--- config.mk ---
export PLATFORM = sky130hd
export DESIGN_NAME = instruction_fetcher
export DESIGN_NICKNAME = d
export VERILOG_FILES = /design/src/rtl/felis_fetch_pkg.sv /design/src/rtl/fetch_line_buffer.sv /design/src/rtl/instruction_fetcher.sv
export SDC_FILE = /design/constraint.sdc
export NUM_CORES = 1
export LEC_CHECK = 0
export ABC_CLOCK_PERIOD_IN_PS = 3520
export BUFFER_PORTS_ARGS = -buffer_cell sky130_fd_sc_hd__buf_2
export CORE_MARGIN = 2
export CORE_UTILIZATION = 50
export CTS_BUF_LIST = sky130_fd_sc_hd__clkbuf_16
export DETAILED_ROUTE_END_ITERATION = 7
export PLACE_DENSITY = 0.82
export SLEW_MARGIN = 25
export SYNTH_ARGS = -nofsm -noshare
export SYNTH_HDL_FRONTEND = slang
export SYNTH_HIERARCHICAL = 1
export SYNTH_SLANG_ARGS = --single-unit
--- constraint.sdc ---
create_clock -name clk -period 3.52 [get_ports clk]
set_input_delay 0.704 -clock clk [delete_from_list [all_inputs] [get_ports clk]]
set_output_delay 0.704 -clock clk [all_outputs]
set_load 0.02 [all_outputs]
--- src/rtl/felis_fetch_pkg.sv ---
// Shared types and helpers for the instruction fetch unit.
//   fetch_state_t : fetch FSM encoding (IDLE, REQ, DONE, DRAIN)
//   INST_BYTES    : bytes per instruction word
//   word_align()  : clears the byte-offset bits of an address
package felis_fetch_pkg;

    typedef enum logic [1:0] {
        IDLE  = 2'd0,
        REQ   = 2'd1,
        DONE  = 2'd2,
        DRAIN = 2'd3
    } fetch_state_t;

    localparam int INST_BYTES = 4;

    function automatic logic [31:0] word_align(input logic [31:0] addr);
        return addr & ~(32'(INST_BYTES) - 32'd1);
    endfunction

endpackage

--- src/rtl/fetch_line_buffer.sv ---
// One-entry instruction line buffer: tag (word address), data word, valid bit.
// Only built when FELIS_FETCH_CACHE_EN is defined.
// Ports:
//   clk, reset  : clock, synchronous active-high reset (invalidates the entry)
//   lookup_tag  : word address being looked up (pc[31:2])
//   hit         : entry valid and tag matches lookup_tag
//   hit_word    : stored data word
//   fill_en     : write tag/word and mark the entry valid
//   fill_tag    : tag to store
//   fill_word   : data word to store
module fetch_line_buffer (
    input  logic        clk,
    input  logic        reset,
    input  logic [29:0] lookup_tag,
    output logic        hit,
    output logic [31:0] hit_word,
    input  logic        fill_en,
    input  logic [29:0] fill_tag,
    input  logic [31:0] fill_word
);

    logic        valid_q;
    logic [29:0] tag_q;
    logic [31:0] word_q;

    always_ff @(posedge clk) begin
        if (reset) begin
            valid_q <= 1'b0;
            tag_q   <= '0;
            word_q  <= '0;
        end else if (fill_en) begin
            valid_q <= 1'b1;
            tag_q   <= fill_tag;
            word_q  <= fill_word;
        end
    end

    assign hit      = valid_q && (tag_q == lookup_tag);
    assign hit_word = word_q;

endmodule

--- src/rtl/instruction_fetcher.sv ---
// Fetch unit serving the core controller's fetch request.
// While fetcher_reset=1 the unit idles; when it drops, the word at pc is read
// from instruction memory, registered on instruction, and fetcher_completed
// is raised until fetcher_reset returns high.
// Optional feature: define FELIS_FETCH_CACHE_EN to add a one-entry line buffer
// that answers a repeated fetch of the same word without a memory request.
// Ports:
//   clk, reset        : clock, synchronous active-high reset
//   fetcher_reset     : 1 = abort/idle, 0 = fetch word at pc
//   pc                : fetch byte address (bits [1:0] ignored), sampled in IDLE only
//   fetcher_completed : 1 while instruction holds the requested word (state DONE)
//   instruction       : fetched word, registered
//   mem_addr          : registered word address of the request
//   mem_valid         : read request valid
//   mem_data          : read data, valid in the handshake cycle
//   mem_ready         : memory accepts request / data present
//   fetch_state_dbg   : current FSM state (debug)
// Memory channel: a transfer happens in any cycle where mem_valid && mem_ready.
// Once raised, mem_valid stays high until that transfer (or reset); mem_addr is
// held constant for the whole request.
module instruction_fetcher
    import felis_fetch_pkg::*;
#(
    parameter logic [31:0] RESET_INSTRUCTION = 32'h0
) (
    input  logic        clk,
    input  logic        reset,
    input  logic        fetcher_reset,
    input  logic [31:0] pc,
    output logic        fetcher_completed,
    output logic [31:0] instruction,
    output logic [31:0] mem_addr,
    output logic        mem_valid,
    input  logic [31:0] mem_data,
    input  logic        mem_ready,
    output logic [1:0]  fetch_state_dbg
);

    fetch_state_t state, next_state;

    logic        handshake;
    logic        start;
    logic        capture;
    logic        hit_capture;
    logic        cache_hit;
    logic [31:0] cache_word;

    assign handshake = mem_valid && mem_ready;
    assign start     = (state == IDLE) && !fetcher_reset;
    // Only a completed, non-aborted request produces a new instruction.
    assign capture   = (state == REQ) && handshake && !fetcher_reset;

`ifdef FELIS_FETCH_CACHE_EN
    fetch_line_buffer u_line_buffer (
        .clk        (clk),
        .reset      (reset),
        .lookup_tag (pc[31:2]),
        .hit        (cache_hit),
        .hit_word   (cache_word),
        .fill_en    (capture),
        .fill_tag   (mem_addr[31:2]),
        .fill_word  (mem_data)
    );
`else
    assign cache_hit  = 1'b0;
    assign cache_word = '0;
`endif

    assign hit_capture = start && cache_hit;

    always_ff @(posedge clk) begin
        if (reset) begin
            state <= IDLE;
        end else begin
            state <= next_state;
        end
    end

    always_comb begin
        next_state        = state;
        mem_valid         = 1'b0;
        fetcher_completed = 1'b0;
        case (state)
            IDLE: begin
                if (!fetcher_reset) begin
                    next_state = cache_hit ? DONE : REQ;
                end
            end
            REQ: begin
                mem_valid = 1'b1;
                if (fetcher_reset) begin
                    // Data arriving together with the abort is simply dropped.
                    next_state = handshake ? IDLE : DRAIN;
                end else if (handshake) begin
                    next_state = DONE;
                end
            end
            DONE: begin
                fetcher_completed = 1'b1;
                if (fetcher_reset) begin
                    next_state = IDLE;
                end
            end
            DRAIN: begin
                // The request cannot be withdrawn; wait for it to finish and
                // return to IDLE regardless of fetcher_reset.
                mem_valid = 1'b1;
                if (handshake) begin
                    next_state = IDLE;
                end
            end
            default: next_state = IDLE;
        endcase
    end

    always_ff @(posedge clk) begin
        if (reset) begin
            mem_addr    <= '0;
            instruction <= RESET_INSTRUCTION;
        end else begin
            if (start) begin
                mem_addr <= word_align(pc);
            end
            if (capture) begin
                instruction <= mem_data;
            end else if (hit_capture) begin
                instruction <= cache_word;
            end
        end
    end

    assign fetch_state_dbg = state;

endmodule
# == Word level (Yosys, flattened, before mapping) ==
# Cells that the tools add are included.
# word_totals
regBits,64
input_bits,68
word_cells,27
# classes
eq_ne,7
n_mux,9
reduce_logical,8
# ops
operator,count
two-way mux 2 bit,6
one-hot mux 2 bit (4 select lines),1
inequality test 2 bit (second input constant),3
equality test 2 bit (second input constant),2
logical AND 1 bit,4
AND reduction 4 bit,1
inequality test 3 bit (second input constant),1
equality test 2 x 1 -> 1 bit (second input constant),1
zero test 2 bit,1
two-way mux 1 bit,2
OR reduction 2 bit,1
zero test 1 bit,1

# == Depth between registers and ports, before layout ==
# Gate-level depths: netlist (run 1).
# logic_depth
word_depth,7
depth_mapped,5

# == Least setup slack after synthesis (run 1) ==
# Ideal clock, no wire load.
# synth_path
path_kind,reg-to-output
from,reg state[1] (netlist: fetch_state_dbg[1])
to,out fetcher_completed
arrival_ps,1350
stages_incl_launch_ff,5
path_slack_ps,1466
n_path_buf,3
cell_sequence,dfxtp_1 > buf_6 > buf_6 > clkbuf_1 > nor2b_1
# synth_via
elab_chain_len,2
# synth_lines
element,line_no,source
from (decl),instruction_fetcher.sv:39,"fetch_state_t state, next_state;"
from (signal assigned),instruction_fetcher.sv:75,state <= next_state;
equality test 2 bit,instruction_fetcher.sv:83,case (state)
two-way mux 1 bit,instruction_fetcher.sv:83,
to (decl),instruction_fetcher.sv:30,"output logic fetcher_completed,"
# Every way passes these cells.

# == Final worst setup path (run 1) ==
# Ends and elaborated chain as after synthesis.

==> impl_metrics.tcl, run 1 <==
set metrics [dict create \
    status "complete, no violations" \
    grt_pass1_wl_mm 10.1 \
    antenna_cells 0 \
    dieArea_mm2 0.00658 \
    clock-sinks 64 \
    final_nets 477 \
    viasPerCell 5.19 \
    initialDrtViolationCount 87 \
    crit_arrival_ns 1.68 \
    synth_cell_types 19 \
    regArea_mm2 0.00128 \
    finalWorstSetupSlack_ns 1.14 \
    synth-seq-cells 64 \
    rsz0062_at_grt "false" \
    use_met1_pct 22.5 \
    vias 2532 \
    cts_resized 0 \
    cts_tree "done" \
    drc 0 \
    fill_cells 527 \
    cp_data_required_time_ns 2.82 \
    grt_pass1_vias 2296 \
    synth_top_family_by_area "simple AND/OR/NAND/NOR gates" \
    antenna_found_initial 0 \
    synth.cell_area_mm2 0.00297 \
    synthAdderAreaFrac_pct 0 \
    cts_root_buffer "clkbuf_16" \
    fmax_ghz 0.420 \
    end_kind "output port" \
    use_met2_pct 33.4 \
    post-route-period-util_pct 67.6 \
    peakVddDrop_mv 0.308 \
    final_max_slew_viol_count 0 \
    grt_max_degree 89 \
    grt-busiest-layer "met2" \
    cp_max_fo 35 \
    worst-setup-path-type "reg -> out" \
    die_y_um 81.1 \
    drt-pass1-iter-count 4 \
    wl_per_cell_um 13.4 \
    num_io_pins 136 \
    synth_edf_count 0 \
    cellLeakagePower_nw 1.75 \
    initial_core_util_pct 51.1 \
    cts_buffer_depth 2 \
    whs_ns 0.465 \
    netlist.top_cell.by_area "dfxtp_1" \
    tns_ns 0 \
    syn_avg_cell_area_um2 9.94 \
    synthTopCellsByArea "dfxtp_1 (43%), nand2b_1 (14%), mux2i_1 (11%)" \
    post-place-ws_ns 1.49 \
    post_cts_buffers 0 \
    clk_latency_ns 0.32 \
    muxShareOfSynthArea_pct 10.8 \
    portBuffers 131 \
    setup_violations 0 \
    synth_top_area_share_pct 43.1 \
    synth_warnings 6 \
    synth_compound_area_share_pct 13.2 \
    yosys_most_used_dff "dfxtp_1" \
    syn_inst 299 \
    ant_nets 0 \
    clock_skew_ns 0.00581 \
    maxCapViolCount 0 \
    areaGrowthSynthToFinish_pct 28.9 \
    grt_overflow 0 \
    relSlewSlack_pct 46.3 \
    cp-start-kind "register" \
    synthArstFlopShare_pct 0 \
    cts_made_buffers 9 \
    hold_viol 0 \
    hold_path.class "reg -> reg" \
    clk_pin_slew_worst_paths_ns 0.05 \
    synth.most_common_cell "nand2b_1" \
    period_needed_ns 2.38 \
    coreArea_mm2 0.00582 \
    ys_seq_area_share_pct 43.1 \
    synth-xor-area-share_pct 0 \
    multi_input_area_mm2 0.00148 \
    synth_common_cells "nand2b_1 (65), dfxtp_1 (64), mux2i_1 (32), a21oi_1 (31)" \
    power-per-cell-area_mw_per_mm2 481 \
    gp_congestion 0.697 \
    grt_util_met3_pct 6.89 \
    worst_pin_slew_ns 0.805 \
    hpwl_mm 4.27 \
    drive_gt1_share_pct 36.6 \
    htree_levels 3 \
    synth_simple_gate_area_share_pct 25.5 \
    hold_buffers 0 \
    wirelength_mm 6.55 \
    std_cell_rows 28 \
    die-width_um 81.1 \
    grtUsageTotal_pct 19.8 \
]
## critical path, cell delays in order, from the launching register on
cell and delay, ns:
dfxtp_2 0.62, buf_4 0.38, nor2b_1 0.17, buf_2 0.18
## worst paths after layout
| path | start | endpoint | slack [ns] | cells past startpoint |
|---|---|---|---|---|
| setup reg to reg | fetch_state_dbg[0] | instruction[15] | 1.52 | 3 |
| hold reg to reg | mem_addr[8] | mem_addr[8] | 0.47 | 2 |
| hold / removal | mem_addr[8] | mem_addr[8] | 0.47 | 2 |
| setup / recovery | fetch_state_dbg[1] | fetcher_completed | 1.14 | 3 |
## metal layers
metal | vias to the layer above | wire length [um] | part of all wire (%)
met2 | 97 | 2960 | 45
met4 | 0 | 79 | 1.2
li1 | 1296 | - | -
met5 | - | 0 | 0
met3 | 9 | 631 | 9.6
met1 | 1130 | 2880 | 44
## placed cells by master (no fill, tap or decap)
cell type and instances:
and4bb_2 1, and3b_1 2, nand2b_1 65, clkbuf_16 9, nor2b_1 1, a21oi_1 31, clkinv_1 1, mux2i_1 32
buf_4 6, nor3b_1 1, or4b_1 30, inv_1 3, buf_2 130, or3_1 1, o31ai_1 30, dfxtp_2 2
conb_1 2, clkinvlp_4 1, o41a_1 1, dfxtp_1 62, bufinv_16 1, clkinv_2 1
## layout make-up
cell class | count | share of cell area, %
tap | 75 | 2.45
timing repair buffer | 136 | 18.2
clock buffer | 9 | 5.88
multi-input combinational | 197 | 38.5
clock inverter | 6 | 1.40
sequential | 64 | 33.5
inverter | 1 | 0.0979
## registers in the layout (all words and copies together) (netlist names)
name and flops:
fetch_state_dbg 2, instruction 32, mem_addr 30
## report_power, final
| group | total (mW) | internal, mW | switching [mW] |
|---|---|---|---|
| combinational | 0.232 | 0.105 | 0.127 |
| clock | 0.820 | 0.534 | 0.286 |
| sequential | 0.790 | 0.759 | 0.0306 |
## logic make-up (layout without fill, tap and decap cells)
logic type,after synthesis,in the layout
buf+inv,39,152
other cells,1,2
simple gates,101,101
flops,64,64
compound gates,62,62
mux,32,32
## through the flow
| stage | cells | total power, mW | utilization [%] | area [um^2] |
|---|---|---|---|---|
| 5_1_grt | 488 | 1.92 | 65.9 | 3830 |
| 2_1_floorplan | 300 | 0.960 | - | 2980 |
| 4_1_cts | 488 | 1.87 | 65.9 | 3830 |
| 6_report | 488 | 1.84 | 65.9 | 3830 |
| 3_3_place_gp | 473 | 1.03 | 61.1 | 3550 |
| 3_5_place_dp | 473 | 1.04 | 61.1 | 3550 |
(Power assumes the default switching activity.)
==> run 2: changes to the inputs <==
Settings changed: ABC_CLOCK_PERIOD_IN_PS 3520 to 2430, CORE_UTILIZATION 50 to 47, PLACE_DENSITY 0.82 to 0.77.
Clock period 3.52 ns to 2.43 ns, I/O delays scaled along.
==> run 2 against run 1 <==
Global-route usage fell by 0.62 points. Clock power rose by 29%. Register-to-register slack got worse by 0.68 ns. Combinational power rose by 49%. Clock skew rose by 0.00073 ns. Via count fell by 0.32%. Design area fell by 0.20%. Largest cell class unchanged. Highest routed layer unchanged.
==> impl_metrics.tcl, run 2 (synthesis results as in run 1) <==
set metrics [dict create \
    post-route-period-util_pct 83.5 \
    viasPerCell 5.18 \
    initial_core_util_pct 49.3 \
    multi_input_area_mm2 0.00148 \
    cellLeakagePower_nw 1.74 \
    clock-sinks 64 \
    r2r.worst_path.cells 2 \
    end_kind "output port" \
    worst-setup-path-type "reg -> out" \
    path_buf_inv 2 \
    cts_tree "done" \
    r2r-end "fetch_state_dbg[1]" \
    use_met1_pct 23.9 \
    status "complete, no violations" \
    fill_cells 532 \
    tns_ns 0 \
    std_cell_rows 28 \
    hold_path.class "in -> reg" \
    die-width_um 83.5 \
    maxCapViolCount 0 \
    coreArea_mm2 0.00603 \
    hold_viol 0 \
    wl_per_cell_um 13.5 \
    drc 0 \
    cp_max_fo 32 \
    areaGrowthSynthToFinish_pct 28.7 \
    layout_commonest_cell "buf_2" \
    worst_pin_slew_ns 0.622 \
    wirelength_mm 6.58 \
    final_max_slew_viol_count 0 \
    cpMaxStageDelayCell "dfxtp_2" \
    reg2reg_from "fetch_state_dbg[1]" \
    clk_pin_slew_worst_paths_ns 0.05 \
    reg2reg_slack_ns 0.84 \
    grt_max_degree 97 \
    grt-busiest-layer "met2" \
    clock_skew_ns 0.00654 \
    relSlewSlack_pct 58.5 \
    peakVddDrop_mv 0.406 \
    mostFrequentLayoutCells "buf_2 (131), nand2b_1 (65), dfxtp_1 (62), mux2i_1 (32), a21oi_1 (31)" \
    cp-start-kind "register" \
    setup_violations 0 \
    hold_buffers 0 \
    grtUsageTotal_pct 19.2 \
    dieArea_mm2 0.00698 \
    vias 2524 \
    dp_cells 474 \
    slowest_delay_ns 0.66 \
    clk_latency_ns 0.32 \
    grt_util_met3_pct 7.12 \
    post_cts_buffers 0 \
    use_met2_pct 30.4 \
    grt_pass1_vias 2445 \
    drive_gt1_share_pct 36.4 \
    endpoint "mem_valid" \
    cts_buffer_depth 2 \
    cts_root_buffer "clkbuf_16" \
    antenna_found_initial 0 \
    largest_reg_flops 32 \
    final_nets 478 \
    stdcell_count 487 \
    cp_cell_sequence "buf_4 > buf_2" \
    cp_data_required_time_ns 1.94 \
    regMostFlops "instruction" \
    antenna_cells 0 \
    ant_nets 0 \
    cts_resized 0 \
    htree_levels 3 \
    gp_congestion 0.713 \
    power-per-cell-area_mw_per_mm2 666 \
    cp_num_cells 2 \
    drt-pass1-iter-count 4 \
    grt_pass1_wl_mm 11.1 \
    worst_path_dominant_cell_family "flip-flops" \
    portBuffers 131 \
    crit_arrival_ns 1.54 \
    initialDrtViolationCount 74 \
    cts_made_buffers 9 \
    regArea_mm2 0.00128 \
    die_y_um 83.5 \
    period_needed_ns 2.03 \
    grt_overflow 0 \
    hpwl_mm 4.32 \
    num_io_pins 136 \
    rsz0062_at_grt "false" \
    crit_start "fetch_state_dbg[0]" \
    fmax_ghz 0.493 \
]
-- run 2: final cells by class --
cell class	count	area share, %
timing repair buffer	137	19.0
clock buffer	9	5.89
sequential	64	33.6
multi-input combinational	197	38.6
inverter	1	0.0981
tap	75	2.45
clock inverter	4	0.425
-- run 2: where the power goes --
part           switching [mW]  leakage (nW)  internal, mW
sequential             0.0402         0.522          1.10
combinational           0.189          1.10         0.156
clock                   0.405         0.123         0.657
-- run 2: worst min path at each step --
stage                    startpoint              end  slack (ns)  depth (start not counted)
floorplan           instruction[10]  instruction[10]        0.55                          2
global placement        mem_addr[2]      mem_addr[2]        0.45                          2
detailed placement     mem_addr[10]     mem_addr[10]        0.46                          2
CTS                    mem_data[14]  instruction[14]        0.41                          3
global route           mem_data[16]  instruction[16]        0.43                          3
finish                 mem_data[16]  instruction[16]        0.42                          3
-- run 2: per-stage QoR --
stage	area (um^2)	power, mW	setup slack (ns)	util [%]	hold WS (ns)
floorplan	2980	1.39	0.594	-	0.546
global placement	3580	1.50	0.702	59.5	0.451
detailed placement	3580	1.51	0.679	59.5	0.458
CTS	3820	2.58	0.401	63.5	0.415
global route	3820	2.66	0.288	63.5	0.430
finish	3820	2.55	0.400	63.5	0.419
-- run 2: worst reg2reg max path, stage by stage (launching register included) --
cell and delay [ns]:
dfxtp_2 0.72, and4bb_2 0.34, o41a_1 0.41
-- run 2: layer usage --
layer	vias to the layer above	wire length, um
li1	1287	-
met1	1135	2960
met2	93	3000
met3	9	519
met4	0	104
met5	-	0
==> run 3: changes to the inputs <==
Settings changed: ABC_CLOCK_PERIOD_IN_PS 2430 to 2000.
Clock period 2.43 ns to 2 ns, I/O delays scaled along.
==> run 3 against run 2 <==
Clock-buffer cell count unchanged. Clock power up 49%. First-iteration DRC count down 45%. Critical path type unchanged. Critical endpoint is now fetcher_completed. Largest power group is now the clock network. Highest routed layer unchanged.
==> impl_metrics.tcl, run 3 (synthesis results as in run 1) <==
set metrics [dict create \
    status "complete, no violations" \
    hpwl_mm 4.24 \
    setup_violations 0 \
    viasPerCell 5.17 \
    clock_skew_ns 0.00693 \
    cellLeakagePower_nw 1.79 \
    dieArea_mm2 0.00698 \
    maxCapViolCount 0 \
    wl_per_cell_um 13.0 \
    gp_congestion 0.754 \
    antenna_found_initial 0 \
    portBuffers 131 \
    num_io_pins 136 \
    fmax_ghz 0.549 \
    worst-setup-path-type "reg -> out" \
    clk_pin_slew_worst_paths_ns 0.06 \
    cp_data_required_time_ns 1.60 \
    cp-start-kind "register" \
    grtUsageTotal_pct 18.5 \
    drt-pass1-iter-count 4 \
    cp_max_fo 44 \
    cts_buffer_depth 2 \
    initialDrtViolationCount 41 \
    htree_levels 3 \
    drc 0 \
    cts_tree "done" \
    cp_cell_sequence "buf_12 > nor2b_1 > buf_2" \
    clock-sinks 64 \
    grt_overflow 0 \
    mostFrequentLayoutCells "buf_2 (131), nand2b_1 (65), dfxtp_1 (62), mux2i_1 (32), a21oi_1 (31)" \
    final_nets 480 \
    antenna_cells 0 \
    grt_max_degree 45 \
    cts_resized 0 \
    hold_path.class "in -> reg" \
    areaGrowthSynthToFinish_pct 32.0 \
    wirelength_mm 6.39 \
    post-route-period-util_pct 91.0 \
    regMostFlops "instruction" \
    clk_latency_ns 0.32 \
    final_max_slew_viol_count 0 \
    die_y_um 83.5 \
    crit_arrival_ns 1.42 \
    peakVddDrop_mv 0.523 \
    cts_made_buffers 9 \
    layout_commonest_cell "buf_2" \
    initial_core_util_pct 49.3 \
    coreArea_mm2 0.00603 \
    ant_nets 0 \
    drive_gt1_share_pct 37.0 \
    die-width_um 83.5 \
    hold_buffers 0 \
    rsz0062_at_grt "false" \
    power-per-cell-area_mw_per_mm2 865 \
    grt_pass1_wl_mm 10.7 \
    cts_root_buffer "clkbuf_16" \
    slowest_delay_ns 0.62 \
    vias 2538 \
    period_needed_ns 1.82 \
    tns_ns 0 \
    cpMaxStageDelayCell "dfxtp_2" \
    post_cts_buffers 0 \
    end_kind "output port" \
    grt_pass1_vias 2408 \
    std_cell_rows 28 \
    final_util_pct 65.1 \
    hold_viol 0 \
    largest_reg_flops 32 \
]
## run 3: changes by cell type in the layout (fill, tap and decap cells not counted), sizes merged
cell    delta
buf        +2
bufinv     +2
## run 3: layout make-up
| cell class | count | area [um^2] |
|---|---|---|
| well taps | 75 | 93.8 |
| multi-input cells | 197 | 1480 |
| clock buffers | 9 | 225 |
| fillers | 528 | 2100 |
| inverters | 1 | 3.75 |
| clock inverters | 6 | 76.3 |
| flip-flops and latches | 64 | 1280 |
| repair buffers | 139 | 766 |
## run 3: report_power, final
group	switching [mW]	internal (mW)
combinational	0.233	0.198
clock	0.515	1.07
sequential	0.0457	1.34
## run 3: worst max-delay path: cells and delay by family (launching register included)
| kind | cells | cell delay [ns] |
|---|---|---|
| flops | 1 | 0.62 |
| simple gates | 1 | 0.06 |
| buf+inv | 2 | 0.41 |
## run 3: path summary, 6_finish.rpt
kind                                          from                end  slack, ns  depth (start not counted)
worst max-delay path            fetch_state_dbg[0]  fetcher_completed       0.18                          3
worst min-delay path                  mem_data[21]    instruction[21]       0.33                          3
worst max register to register  fetch_state_dbg[0]    instruction[13]       0.48                          3
worst min register to register        mem_addr[27]       mem_addr[27]       0.46                          2
## run 3: per-layer routing
layer | wire, um | global-route usage [%] | vias up
li1 | - | - | 1298
met1 | 2980 | 22.7 | 1144
met2 | 2880 | 30.6 | 92
met3 | 486 | 5.44 | 4
met4 | 46 | 7.18 | 0
met5 | 0 | 0 | -
## run 3: metrics by stage
| step | cells | setup slack (ns) | instance area (um^2) | power [mW] | hold WS (ns) |
|---|---|---|---|---|---|
| 5_1_grt | 491 | 0.107 | 3930 | 3.54 | 0.342 |
| 4_1_cts | 491 | 0.178 | 3930 | 3.44 | 0.327 |
| 2_1_floorplan | 300 | 0.250 | 2980 | 1.69 | 0.546 |
| 6_report | 491 | 0.179 | 3930 | 3.39 | 0.332 |
| 3_3_place_gp | 476 | 0.522 | 3620 | 1.83 | 0.451 |
| 3_5_place_dp | 476 | 0.477 | 3620 | 1.84 | 0.457 |
